File: config.mk
export PLATFORM = sky130hd
export DESIGN_NAME = imem_loader
export DESIGN_NICKNAME = d
export VERILOG_FILES = /design/src/rtl/imem_loader.sv
export SDC_FILE = /design/constraint.sdc
export NUM_CORES = 1
export LEC_CHECK = 0
export CAP_MARGIN = 10
export CORE_ASPECT_RATIO = 0.7
export CORE_MARGIN = 2
export CORE_UTILIZATION = 53
export CTS_BUF_LIST = sky130_fd_sc_hd__clkbuf_8
export DETAILED_ROUTE_END_ITERATION = 12
export PLACE_DENSITY = 0.81
export SYNTH_ARGS = -nofsm -noshare
export SYNTH_HDL_FRONTEND = slang
export SYNTH_SLANG_ARGS = --single-unit
File: constraint.sdc
create_clock -name clk -period 2.7 [get_ports clk]
set_input_delay 0.27 -clock clk [delete_from_list [all_inputs] [get_ports clk]]
set_output_delay 0.27 -clock clk [all_outputs]
set_load 0.02 [all_outputs]
File: src/rtl/imem_loader.sv
`default_nettype none
// ============================================================================
//  Module      : imem_loader
//  Description : Writer side of the instruction-memory interface. Receives a
//                length-prefixed byte stream over valid/ready, packs the
//                bytes little-endian into 32-bit words and issues one write
//                strobe per word at consecutive word-aligned byte addresses.
//                busy stays high for the whole session so that the core can
//                be held in reset until the image is complete.
//                Optional build macro IMEM_LOADER_CHECKSUM_EN adds a trailing
//                8-bit XOR checksum byte that is verified before done.
//  Revision    : 1.0 - initial release
// ============================================================================
module imem_loader #(
    parameter int                DEPTH_WORDS = 320,
    parameter int                ADDR_W      = 32,
    parameter logic [ADDR_W-1:0] BASE_ADDR   = '0
) (
    input  logic              clk,
    input  logic              reset,
    input  logic              start,
    input  logic [7:0]        byte_in,
    input  logic              byte_valid,
    output logic              byte_ready,
    output logic              wr_en,
    output logic [ADDR_W-1:0] wr_addr,
    output logic [31:0]       wr_data,
    output logic              busy,
    output logic              done,
    output logic              error,
    output logic [15:0]       word_cnt
);

    // Capacity expressed in the width of the length field for the range check.
    localparam logic [15:0] c_depth_words = 16'(DEPTH_WORDS);

    typedef enum logic [2:0] {
        S_IDLE  = 3'd0,
        S_LEN0  = 3'd1,
        S_LEN1  = 3'd2,
        S_DATA  = 3'd3,
        S_WRITE = 3'd4,
        S_DONE  = 3'd5,
        S_ERR   = 3'd6
`ifdef IMEM_LOADER_CHECKSUM_EN
        ,
        S_CHK   = 3'd7
`endif
    } state_t;

    state_t            r_state;
    state_t            w_state_next;

    logic [15:0]       r_len;        // number of words announced by the header
    logic [23:0]       r_shift;      // bytes 0..2 of the word being assembled
    logic [1:0]        r_idx;        // byte position inside the current word
    logic [15:0]       r_word_cnt;   // words written in this session
    logic [ADDR_W-1:0] r_wr_addr;
    logic [31:0]       r_wr_data;

    logic              w_accept;     // a byte transfers on this cycle
    logic [15:0]       w_len_full;   // length as seen while its high byte arrives
    logic              w_last_word;  // the word in WRITE completes the image
    logic [ADDR_W-1:0] w_word_addr;  // byte address of the word being assembled

`ifdef IMEM_LOADER_CHECKSUM_EN
    logic [7:0]        r_xor;        // running XOR over accepted data bytes
`endif

    assign w_accept    = byte_valid & byte_ready;
    assign w_len_full  = {byte_in, r_len[7:0]};
    assign w_last_word = ((r_word_cnt + 16'd1) == r_len);
    // Address arithmetic wraps naturally at ADDR_W bits.
    assign w_word_addr = BASE_ADDR + ADDR_W'({r_word_cnt, 2'b00});

    assign wr_addr  = r_wr_addr;
    assign wr_data  = r_wr_data;
    assign word_cnt = r_word_cnt;

    // State register; reset wins over every other event.
    always_ff @(posedge clk) begin
        if (reset) begin
            r_state <= S_IDLE;
        end else begin
            r_state <= w_state_next;
        end
    end

    // Next-state decode and per-state handshake/status outputs.
    always_comb begin
        w_state_next = r_state;
        byte_ready   = 1'b0;
        wr_en        = 1'b0;
        busy         = 1'b0;
        done         = 1'b0;
        error        = 1'b0;

        unique case (r_state)
            S_IDLE, S_DONE, S_ERR: begin
                done  = (r_state == S_DONE);
                error = (r_state == S_ERR);
                if (start) begin
                    w_state_next = S_LEN0;
                end
            end

            S_LEN0: begin
                byte_ready = 1'b1;
                busy       = 1'b1;
                if (byte_valid) begin
                    w_state_next = S_LEN1;
                end
            end

            S_LEN1: begin
                byte_ready = 1'b1;
                busy       = 1'b1;
                if (byte_valid) begin
                    if (w_len_full == 16'd0) begin
`ifdef IMEM_LOADER_CHECKSUM_EN
                        w_state_next = S_CHK;
`else
                        w_state_next = S_DONE;
`endif
                    end else if (w_len_full > c_depth_words) begin
                        // Oversize images are refused before any write happens.
                        w_state_next = S_ERR;
                    end else begin
                        w_state_next = S_DATA;
                    end
                end
            end

            S_DATA: begin
                byte_ready = 1'b1;
                busy       = 1'b1;
                if (byte_valid && (r_idx == 2'd3)) begin
                    w_state_next = S_WRITE;
                end
            end

            S_WRITE: begin
                wr_en = 1'b1;
                busy  = 1'b1;
                if (w_last_word) begin
`ifdef IMEM_LOADER_CHECKSUM_EN
                    w_state_next = S_CHK;
`else
                    w_state_next = S_DONE;
`endif
                end else begin
                    w_state_next = S_DATA;
                end
            end

`ifdef IMEM_LOADER_CHECKSUM_EN
            S_CHK: begin
                byte_ready = 1'b1;
                busy       = 1'b1;
                if (byte_valid) begin
                    w_state_next = (byte_in == r_xor) ? S_DONE : S_ERR;
                end
            end
`endif

            default: begin
                w_state_next = S_IDLE;
            end
        endcase
    end

    // Datapath: length capture, word packing, write address/data and counters.
    always_ff @(posedge clk) begin
        if (reset) begin
            r_len      <= 16'd0;
            r_shift    <= 24'd0;
            r_idx      <= 2'd0;
            r_word_cnt <= 16'd0;
            r_wr_addr  <= BASE_ADDR;
            r_wr_data  <= 32'd0;
`ifdef IMEM_LOADER_CHECKSUM_EN
            r_xor      <= 8'd0;
`endif
        end else begin
            case (r_state)
                S_IDLE, S_DONE, S_ERR: begin
                    if (start) begin
                        r_word_cnt <= 16'd0;
                        r_idx      <= 2'd0;
`ifdef IMEM_LOADER_CHECKSUM_EN
                        r_xor      <= 8'd0;
`endif
                    end
                end

                S_LEN0: begin
                    if (w_accept) begin
                        r_len[7:0] <= byte_in;
                    end
                end

                S_LEN1: begin
                    if (w_accept) begin
                        r_len[15:8] <= byte_in;
                    end
                end

                S_DATA: begin
                    if (w_accept) begin
                        r_idx <= r_idx + 2'd1;
`ifdef IMEM_LOADER_CHECKSUM_EN
                        r_xor <= r_xor ^ byte_in;
`endif
                        case (r_idx)
                            2'd0:    r_shift[7:0]   <= byte_in;
                            2'd1:    r_shift[15:8]  <= byte_in;
                            2'd2:    r_shift[23:16] <= byte_in;
                            default: begin
                                // Fourth byte: the word is complete, present
                                // it on the write port during the WRITE cycle.
                                r_wr_data <= {byte_in, r_shift};
                                r_wr_addr <= w_word_addr;
                            end
                        endcase
                    end
                end

                S_WRITE: begin
                    r_word_cnt <= r_word_cnt + 16'd1;
                end

                default: begin
                end
            endcase
        end
    end

endmodule
`default_nettype wire

==> results of run 1 <==
registers in the layout, summed over array words and instances (netlist names):
signal / count
r_idx: 2
r_len: 16
r_shift: 24
r_state: 3
word_cnt: 16
wr_addr: 16
wr_data: 32
metrics by stage:
step / utilization / cells / worst slack, ns
5_1_grt: 0.670 / 852 / 0.0365
3_3_place_gp: 0.647 / 837 / 0.471
4_1_cts: 0.670 / 852 / 0.258
2_1_floorplan: - / 672 / 0.390
3_5_place_dp: 0.647 / 837 / 0.310
6_report: 0.670 / 852 / 0.240
layer usage:
layer  global-route usage  share of wire  up-vias  wire length [um]
met4               0.0791          0.012        0               157
met2                0.416           0.46      198              6190
met3               0.0618          0.078       20              1050
li1                     -              -     2326                 -
met5                    0              0        -                 0
met1                0.368           0.45     2294              6130
path summary, 6_finish.rpt:
path / depth (start not counted) / end / start
hold reg to reg: 2 / wr_data[3] / wr_data[3]
setup / recovery: 7 / r_state[1] / word_cnt[1]
hold / removal: 2 / word_cnt[0] / reset
setup reg to reg: 7 / r_state[1] / word_cnt[1]
cell usage in the layout, fill, tap and decap left out, drive strengths merged, types with 6 or more instances in the layout:
cell | Yosys | routed
and3 | 9 | 9
a21oi | 107 | 107
or3 | 7 | 7
nand2b | 6 | 6
inv | 13 | 13
nor2 | 29 | 29
clkbuf | 32 | 9
o21ai | 20 | 20
dfxtp | 109 | 109
clkdlybuf4s50 | 0 | 79
conb | 1 | 16
xnor2 | 11 | 11
nand3 | 34 | 34
nand2 | 174 | 174
buf | 30 | 24
xor2 | 8 | 8
kinds of logic (layout without fill, tap and decap cells):
kind of cell | after synthesis | in the layout | share of synthesized area
XOR/XNOR | 19 | 19 | 0.0332
AND/OR/NAND/NOR | 288 | 288 | 0.261
AO/OA/AOI/OAI | 159 | 159 | 0.182
adder cells (fa/ha/maj) | 5 | 5 | 0.0125
multiplexers | 1 | 1 | 0.00200
flip-flops | 109 | 109 | 0.436
other | 1 | 16 | 0.000749
buffers and inverters | 75 | 131 | 0.0727
worst max-delay path, cell delays in order (launching register included):
cell and delay (ns):
dfxtp_1 0.45, ha_1 0.33, nand3_2 0.20, nor2_1 0.31, nand4_1 0.14, a2111o_1 0.47, nor4b_1 0.34, o2bb2ai_1 0.11
layout make-up:
cell class / instances / area [um2]
clock inverters: 6 / 88.8
flip-flops and latches: 109 / 2180
multi-input cells: 488 / 2520
clock buffers: 9 / 124
repair buffers: 103 / 983
well taps: 124 / 155
inverters: 13 / 48.8
fillers: 760 / 3010
power by group:
part           internal (mW)  switching (mW)  total [mW]
Clock                  0.517           0.550        1.07
Sequential              1.66          0.0990        1.75
Combinational          0.287           0.439       0.726
==> results.ini, run 1 <==
[run_status]
status=completed

[setup_path]
cp-start-kind=flip-flop
r2r_slack_ns=0.24
path_class=flip-flop to flip-flop
crit_fanout=7
cp.required_ns=2.97
cp.arrival_ns=2.73
end_kind=flip-flop

[synth]
synth_edf_count=0
yosysMostFrequentCell=nand2_1
synthArstFlopShare=0
synth.area.top_cells=dfxtp_1, nand2_1, a21oi_1
syn_area_um2=5010
ys_warn_count=0
synth_top_cell_area_share=0.436
seq_area_frac_synth=0.436
synth_common_cells=nand2_1, dfxtp_1, a21oi_1
synthFlopType=dfxtp_1
avgSynthCellArea_um2=7.62
synth_top_area_cell=dfxtp_1
ys_ff_latch=109
syn_inst=657
synth_cell_types=56

[timing]
hold_viol=0
setup_viol=0
fin_skew_ns=0.00900
fin_crit_sh=0.911
min_period_ns=2.46
hold_ws_ns=0.382
rsz0062_at_grt=no
max_slew.worst_pin.slew_ns=0.583
slew_headroom=0.612
fmax_ghz=0.406
report.final.slew_viol_count=0
setup_tns_ns=0

[clock_network]
cts.sinks=109
htree_levels=3
post_cts_resized=0
cts_made_buffers=9
post_cts_buffers=0
cts_root_buf=clkbuf_8
cts_buffer_depth=2
cts_hold_buf=0
path_clk_slew_ns=0.10
cts_tree=done
clk_latency_ns=0.38

[drt]
vias=4838
drt_iter0_markers=506
ant_nets=0
drc_errors=0
wl_per_cell_um=15.9
routed_wl_um=13500
via_per_inst=5.68
firstDrtPassIters=6

[power_and_ir_drop]
pwr_density_cell_nw_per_um2=582
leakage_nw=2.05
vdd_drop_max_v=0.000429
finalPower_mw=3.55

[placement]
portBuffers=80
gp_congestion=0.929
hpwl_um=9450
dpl_cell_area_um2=5890

[cells_and_area]
layout.nets=741
n_antenna_cell=0
area_growth_pct=21.8
fin_area_um2=6100
drive_gt1_frac=0.0687

[hold_path]
hold_class=input pin to flip-flop

[floorplanning]
dieArea_um2=10300
row_count=29
ioPinCount=97
die_x_um=120
initial_utilization=0.550
core_um2=9110
die_h_um=85.3

[job]
cap_viol_max_count=0

[global_route]
overflow=0
first_global_vias=4384
grt.total_usage=0.266
grt_pass1_wl_um=21600
grt_antenna_before_repair=0
grt_max_degree=56

No activity file was read; power rests on OpenSTA's default activity.
==> inputs of run 2 (changes only) <==
- CAP_MARGIN: 10 -> 25
- SKIP_CTS_REPAIR_TIMING: not set -> 1
- SLEW_MARGIN: not set -> 0
==> results of run 2 <==
No change in the layout: final DEF, timing and power equal those of run 1.
